==> src/rtl/fib_uart_tx.sv <==
// Buffers Fibonacci terms from a one-cycle strobe in a small FIFO and
// transmits them LSB-first as 8N1 UART frames, reporting level and lost terms.
module fib_uart_tx #(
  parameter int CLKS_PER_BIT = 868,
  parameter int ADDR_W       = 2
) (
  input  logic              clk,
  input  logic              reset,
  input  logic [7:0]        in_data,
  input  logic              in_valid,
  output logic              txd,
  output logic              busy,
  output logic [ADDR_W:0]   fifo_level,
  output logic              overflow,
  output logic [7:0]        drop_count
);

  localparam int DEPTH  = 1 << ADDR_W;
  localparam int BAUD_W = (CLKS_PER_BIT > 1) ? $clog2(CLKS_PER_BIT) : 1;
  localparam logic [BAUD_W-1:0] BAUD_LAST  = BAUD_W'(CLKS_PER_BIT - 1);
  localparam logic [ADDR_W:0]   LEVEL_FULL = (ADDR_W + 1)'(DEPTH);

  typedef enum logic [1:0] {IDLE, START, DATA, STOP} state_t;

  state_t              state_reg, state_next;
  logic [7:0]          mem [DEPTH];
  logic [ADDR_W-1:0]   wr_ptr_reg, rd_ptr_reg;
  logic [ADDR_W:0]     level_reg, level_next;
  logic [BAUD_W-1:0]   baud_reg, baud_next;
  logic [2:0]          bit_reg, bit_next;
  logic [7:0]          shift_reg, shift_next;
  logic                txd_reg, txd_next;
  logic                overflow_reg;
  logic [7:0]          drop_reg;
  logic                pop, push, drop, baud_done;

  // A pop in the same cycle frees the slot, so a full FIFO still accepts the term.
  assign push      = in_valid && ((level_reg != LEVEL_FULL) || pop);
  assign drop      = in_valid && (level_reg == LEVEL_FULL) && !pop;
  assign baud_done = (baud_reg == BAUD_LAST);

  always_comb begin
    level_next = level_reg;
    if (push && !pop)
      level_next = level_reg + (ADDR_W + 1)'(1);
    else if (pop && !push)
      level_next = level_reg - (ADDR_W + 1)'(1);
  end

  always_comb begin
    state_next = state_reg;
    baud_next  = baud_reg + BAUD_W'(1);
    bit_next   = bit_reg;
    shift_next = shift_reg;
    pop        = 1'b0;
    case (state_reg)
      IDLE: begin
        baud_next = '0;
        if (level_reg != '0) begin
          pop        = 1'b1;
          state_next = START;
        end
      end
      START: begin
        if (baud_done) begin
          baud_next  = '0;
          bit_next   = '0;
          state_next = DATA;
        end
      end
      DATA: begin
        if (baud_done) begin
          baud_next  = '0;
          shift_next = {1'b0, shift_reg[7:1]};
          bit_next   = bit_reg + 3'd1;
          if (bit_reg == 3'd7)
            state_next = STOP;
        end
      end
      STOP: begin
        if (baud_done) begin
          baud_next  = '0;
          state_next = IDLE;
        end
      end
      default: state_next = IDLE;
    endcase

    // txd is registered from the next-state view so it lines up with the state.
    txd_next = 1'b1;
    if (state_next == START)
      txd_next = 1'b0;
    else if (state_next == DATA)
      txd_next = shift_next[0];
  end

  always_ff @(posedge clk) begin
    if (push)
      mem[wr_ptr_reg] <= in_data;
  end

  always_ff @(posedge clk) begin
    if (reset) begin
      state_reg    <= IDLE;
      wr_ptr_reg   <= '0;
      rd_ptr_reg   <= '0;
      level_reg    <= '0;
      baud_reg     <= '0;
      bit_reg      <= '0;
      shift_reg    <= '0;
      txd_reg      <= 1'b1;
      overflow_reg <= 1'b0;
      drop_reg     <= '0;
    end else begin
      state_reg <= state_next;
      level_reg <= level_next;
      baud_reg  <= baud_next;
      bit_reg   <= bit_next;
      txd_reg   <= txd_next;
      if (pop)
        shift_reg <= mem[rd_ptr_reg];
      else
        shift_reg <= shift_next;
      if (push)
        wr_ptr_reg <= wr_ptr_reg + ADDR_W'(1);
      if (pop)
        rd_ptr_reg <= rd_ptr_reg + ADDR_W'(1);
      if (drop) begin
        overflow_reg <= 1'b1;
        if (drop_reg != 8'hFF)
          drop_reg <= drop_reg + 8'd1;
      end
    end
  end

  assign txd        = txd_reg;
  assign busy       = (state_reg != IDLE);
  assign fifo_level = level_reg;
  assign overflow   = overflow_reg;
  assign drop_count = drop_reg;

endmodule

==> config.mk <==
export PLATFORM = sky130hd
export DESIGN_NAME = fib_uart_tx
export DESIGN_NICKNAME = d
export VERILOG_FILES = /design/src/rtl/fib_uart_tx.sv
export SDC_FILE = /design/constraint.sdc
export NUM_CORES = 1
export LEC_CHECK = 0
export ABC_AREA = 1
export BUFFER_PORTS_ARGS = -buffer_cell sky130_fd_sc_hd__buf_2
export CORE_ASPECT_RATIO = 1.4
export CORE_MARGIN = 2
export CORE_UTILIZATION = 55
export DETAILED_ROUTE_END_ITERATION = 16
export PLACE_DENSITY = 0.75
export SYNTH_ARGS = -nofsm -noshare
export SYNTH_HDL_FRONTEND = slang
export SYNTH_SLANG_ARGS = --single-unit
==> constraint.sdc <==
create_clock -name clk -period 3.43 [get_ports clk]
set_input_delay 0 -clock clk [delete_from_list [all_inputs] [get_ports clk]]
set_output_delay 0 -clock clk [all_outputs]
set_load 0.005 [all_outputs]
==> results.md, run 1 <==
* Status: finished clean
* Minimum clock period at 2110 ps
* Register area share after synthesis at 55.0%
* Combinational family with the most area after synthesis: simple AND/OR/NAND/NOR gates
* Yosys top cell by area: edfxtp_1
* Simple-gate share of the synthesized area at 23.0%
* DR WL/cell at 11.6 µm
* Asr flop ratio synth at 0%
* Top Family by Delay on Critical Path: adder cells
* H-tree levels at 3
* Final Setup Violations at 0
* N_diodes at 0
* Post-synth top area share at 29.3%
* Fin. max-slew vios at 0
* Most frequent cell after synthesis: nand2_1
* Synthesized area per cell at 9.02 µm²
* Adder-cell share of the synthesized area at 4.05%
* Routed wire length at 5500 µm
* Post-synthesis mux area share at 0%
* Final hold vios at 0
* Share of layout cells above drive strength 1 at 17.8%
* Initial antenna violation count at 0
* Slew margin rel. at 45.9%
* Fin nets at 420
* Die area at 0.00660 mm²
* Die span in y at 95.3 µm
* Startpoint Class: flip-flop
* DRC at 0
* Maximum capacitance violations at 0
* Initial drt markers at 98
* Final Wtd Congestion at 0.836
* Post-Synth XOR/XNOR Area at 2.41%
* Vias/cell at 5.04
* # Post-CTS Setup Buffers at 0
* Post-synthesis net count at 384
* Clock transition at path regs at 90 ps
* Slew @ Worst Pin at 808 ps
* P per Cell Area at 640 mW/mm²
* Area contributors post-synth: edfxtp_1 (29%), dfxtp_1 (26%), nand2_1 (9.7%)
* VDD IR max at 0.467 mV
* Number of synthesized register bits at 74
* F_max at 473 MHz
* Worst hold path class: input port to flip-flop
* Fillers at 470
* Largest register FFs at 32
* DP HPWL at 3830 µm
* Post-Synthesis Cells at 363
* Critical path cell sequence: nor2_1 -> a21oi_4 -> inv_2 -> ha_1 -> inv_1 -> fa_1 -> o21ai_0 -> a21oi_1
* Placed insts at 450
* TritonCTS clock tree: built
* Chip Width at 69.2 µm
* Unrepaired setup endpoints after global routing: false
* Number of synthesized flops with an enable pin at 32
* Clock latency on the worst-skew pair at 350 ps
* Top FF cell, synth: dfxtp_1
* Root Buffer: clkbuf_8
* Core Region at 0.00582 mm²
* First-pass GRT wire length at 9000 µm
* Top post-synthesis cells by count: nand2_1 (85), nor2_1 (44), dfxtp_1 (42)
* Total power at 2.39 mW
* CTS Sinks at 74
* Post-route cell area at 0.00373 mm²
* Distinct cell type count after synthesis at 35
* Leak pwr at 1.47 nW
* Via count at 2391
* Buf/Inv on CP at 2
* ANT nets after route at 0
* Largest net degree at the start of global routing at 19
* Period Utilization, post-route at 61.6%
* Ys Warns at 0
* Clock Path Buffers at 2
* Ports at 25
* GRT Residual Overflow at 0
* Post-route setup TNS at 0 ps
* Setup WS post-layout at 1320 ps
* Post-synthesis compound-gate area fraction at 9.59%
* Global-route usage over all layers at 17.6%
* Number of port buffers at 24
* Dpl ws at 1290 ps
* Finished Layout Cells at 474
* WP data required at 3670 ps
* Critical setup path kind: flip-flop to flip-flop
* Placed cell areas at 0.00345 mm²
* Final Util at 64.0%
* Critical path's slowest cell: dfxtp_1
* CP max stage delay at 440 ps
* Post-Syn Area at 0.00328 mm²
* Starting density of the core at 56.3%
* Cts bufs inserted at 9
* Fin Hold WS at 63.2 ps
* Vias in the first global route at 2128
* CP Data Arrival Time at 2360 ps
* Drt pass-1 iters at 4
* Area Growth Syn to Fin at 13.8%
* # rows at 33
* Setup crit end kind: flip-flop
* Clock Skew at 14.8 ps
* CP max FO at 18
## worst paths after layout
path                            cells past startpoint  slack (ps)                  startpoint                    endpoint
worst max-delay path                                8        1320  fifo_level[0]$_SDFFE_PP0P_  fifo_level[1]$_SDFFE_PP0P_
worst min-delay path                                2          60                       reset  drop_count[3]$_SDFFE_PP0P_
worst max register to register                      8        1320  fifo_level[0]$_SDFFE_PP0P_  fifo_level[1]$_SDFFE_PP0P_
worst min register to register                      1         450      baud_reg[0]$_SDFF_PP0_      baud_reg[0]$_SDFF_PP0_
## metal layers
layer  up-vias  track usage (%)  wire, µm
met4         0             8.82       134
met2        41             32.3      2810
met3        15             4.76       179
met5         -                0         0
met1      1073             18.6      2380
li1       1262                -         -
## worst register-to-register path, cell delays in order (launching register included)
cell,delay [ps]
dfxtp_1,440
nor2_1,100
a21oi_4,390
inv_2,150
ha_1,210
inv_1,90
fa_1,410
o21ai_0,170
a21oi_1,50
## placed cells by master (no fill, tap or decap), types with 3 or more instances in the layout
cell and n:
nand2_1 85, nor2_1 44, dfxtp_1 42, edfxtp_1 32
inv_1 29, buf_2 24, nand3_1 17, a21oi_1 16
o21ai_0 13, o21ai_1 13, inv_2 11, ha_1 9
clkbuf_8 9, dlygate4sd3_1 8, xor2_1 6, a21oi_2 5
a31oi_1 4, clkinvlp_4 4, nor3_1 3, nand3_2 3
o22ai_1 3, xnor2_1 3
## where the power goes
group | leakage (nW) | total, mW | switching (mW) | internal, mW
Combinational | 0.745 | 0.587 | 0.374 | 0.213
Clock | 0.0881 | 0.669 | 0.330 | 0.339
Sequential | 0.636 | 1.13 | 0.0898 | 1.04
Total | 1.47 | 2.39 | 0.794 | 1.59
## cells by family (layout without fill, tap and decap cells)
family                     after synthesis  in the layout
and+or+nand+nor                        167            167
xor gates and xnor gates                 9              9
adders and majority gates               10             10
AOI/OAI and AO/OA                       55             55
buffers and inverters                   48             89
DFF                                     74             74
## repair_timing
item | CTS | global route
gates resized for setup | 0 | 0
hold endpoints to repair | 32 | 0
hold buffers | 8 | 0
## cell type report
class,instances,area (µm²),area share (%)
sequential,74,1800,48.3
multi-input combinational,241,1280,34.3
timing repair buffer,32,200,5.37
inverter,41,159,4.26
clock buffer,9,124,3.32
tap,70,87.6,2.35
clock inverter,7,77.6,2.08
(Power assumes the default switching activity.)
==> run 2: changes to the inputs <==
clock period = 2.09 ns   (was 3.43 ns; I/O delays follow)
==> run 2 against run 1 <==
Die area is the same; routed wire length grew 4.3%; register-to-register slack lost 1100 ps; first-iteration DRC count shrank 20%; fmax grew 11%; via count grew 0.59%; sequential share of layout area shrank 0.61 points; total power grew 66%; largest cell class unchanged; critical path type unchanged; global-route usage grew 0.97 points; critical path depth grew 3.
==> results.md, run 2 (synthesis results as in run 1) <==
* Number of port buffers at 24 (unchanged)
* Area Growth Syn to Fin at 15.3%
* Core Region at 0.00582 mm² (unchanged)
* H-tree levels at 3 (unchanged)
* ANT nets after route at 0 (unchanged)
* Sw frac at 32.4% (-0.91 points)
* Int Pwr at 2.68 mW (+68%)
* Die span in y at 95.3 µm (unchanged)
* DRC at 0 (unchanged)
* Fin nets at 427 (+1.7%)
* Most frequent cells in the layout: nand2_1 (85), nor2_1 (43), dfxtp_1 (42), edfxtp_1 (32), inv_1 (29)
* WP data required at 2310 ps (-1360 ps)
* Leak pwr at 1.52 nW (+3.4%)
* Final Wtd Congestion at 0.775 (-7.3%)
* Startpoint Class: flip-flop
* CP Data Arrival Time at 2120 ps (-240 ps)
* Commonest non-fill, non-tap cell in the layout: nand2_1
* Period Utilization, post-route at 90.9% (+29 points)
* Unrepaired setup endpoints after global routing: false
* Drt pass-1 iters at 4 (unchanged)
* FF+latch area at 0.00180 mm² (unchanged)
* VDD IR max at 0.745 mV (+59%)
* Clk pwr share at 27.3% (-0.7 points)
* Clock Skew at 6.60 ps (-8.16 ps)
* Logic gate share of total power at 26.8% (+2.2 points)
* Final Util at 64.9% (+0.82 points)
* # Post-CTS Setup Buffers at 0 (unchanged)
* # rows at 33 (unchanged)
* Final hold vios at 0 (unchanged)
* Via count at 2405 (+0.59%)
* Setup crit end kind: flip-flop
* GRT Residual Overflow at 0 (unchanged)
* CP max FO at 8 (-10)
* Chip Width at 69.2 µm (unchanged)
* Total power at 3.97 mW (+66%)
* F_max at 526 MHz (+11%)
* TritonCTS clock tree: built
* Fillers at 483 (+2.8%)
* Status: finished clean
* First-pass GRT wire length at 9650 µm (+7.1%)
* P per Cell Area at 1050 mW/mm² (+64%)
* Reg power frac at 46.0% (-1.4 points)
* Initial drt markers at 78 (-20%)
* Placed cell areas at 0.00350 mm² (+1.5%)
* Multi-input logic area at 0.00128 mm² (+0.20%)
* Initial antenna violation count at 0 (unchanged)
* Slew margin rel. at 70.0% (+24 points)
* Fin. max-slew vios at 0 (unchanged)
* Post-route cell area at 0.00378 mm² (+1.3%)
* Clock transition at path regs at 70 ps (-20 ps)
* CTS Sinks at 74 (unchanged)
* Slew @ Worst Pin at 450 ps (-359 ps)
* Psw at 1.28 mW (+62%)
* Vias in the first global route at 2291 (+7.7%)
* Maximum capacitance violations at 0 (unchanged)
* Root Buffer: clkbuf_8
* Clock latency on the worst-skew pair at 340 ps (about the same)
* Die area at 0.00660 mm² (unchanged)
* Largest net degree at the start of global routing at 19 (unchanged)
* Largest register FFs at 32 (unchanged)
* Final Setup Violations at 0 (unchanged)
* Post-route setup TNS at 0 ps (unchanged)
* Share of layout cells above drive strength 1 at 19.0% (+1.2 points)
* DP HPWL at 4020 µm (+4.9%)
* N_diodes at 0 (unchanged)
* Ports at 25 (unchanged)
* DR WL/cell at 11.9 µm (+2.7%)
* Clock Path Buffers at 2 (unchanged)
* Worst hold path class: input port to flip-flop
* Cts bufs inserted at 9 (unchanged)
* Starting density of the core at 56.3% (unchanged)
* Fin Hold WS at 71.6 ps (+8.46 ps)
* Routed wire length at 5740 µm (+4.3%)
* Minimum clock period at 1900 ps (-214 ps)
* Critical setup path kind: flip-flop to flip-flop
* Global-route usage over all layers at 18.6% (+0.97 points)
* Vias/cell at 5.00 (-0.88%)
[run 2: final timing paths]
kind                            slack [ps]                     from                         end  cells past startpoint
worst max-delay path                   190  state_reg[0]$_SDFF_PP0_  fifo_level[2]$_SDFFE_PP0P_                     11
worst min-delay path                    70                    reset  drop_count[4]$_SDFFE_PP0P_                      2
worst max register to register         190  state_reg[0]$_SDFF_PP0_  fifo_level[2]$_SDFFE_PP0P_                     11
worst min register to register         450   baud_reg[0]$_SDFF_PP0_      baud_reg[0]$_SDFF_PP0_                      1
[run 2: what timing repair did]
action	4_1_cts	5_1_grt
setup endpoints to repair	0	1
gates resized for setup	0	1
hold buffers	8	0
endpoints found under the hold margin	32	0
[run 2: cell type report]
type	instances	share of cell area (%)
Timing Repair Buffer	39	6.69
Sequential cell	74	47.7
Clock inverter	5	1.39
Inverter	41	4.21
Multi-Input combinational cell	241	33.9
Tap cell	70	2.32
Clock buffer	11	3.74
[run 2: per-stage QoR]
| stage | cells | worst slack, ps |
|---|---|---|
| floorplan | 363 | 234 |
| global placement | 457 | 218 |
| detailed placement | 457 | 163 |
| CTS | 481 | 155 |
| global route | 481 | 43.1 |
| finish | 481 | 191 |
[run 2: worst max-delay path, cell delays in order (launching register included)]
cell and delay (ps):
dfxtp_1 410, inv_2 60, nand2_4 100, a21oi_4 40
inv_2 120, ha_1 160, inv_1 70, fa_1 380
a21oi_1 140, o21ai_0 110, o21ai_0 170, a21oi_1 50
[run 2: power groups by stage]
stage	Sequential (mW)	Combinational, mW	Clock (mW)
after floorplan	1.83	0.798	0
after global placement	1.85	1.02	0
final	1.82	1.06	1.08
after CTS	1.82	1.07	1.10
after global routing	1.85	1.23	1.16
after detailed placement	1.85	1.05	0
[run 2: routing by layer]
layer  vias up  global-route usage, %  share of wire, %
met5         -                      0                 0
met4         0                   8.66               1.9
met3        13                   4.76               2.7
met2        40                   34.5                53
met1      1081                   19.7                42
li1       1271                      -                 -
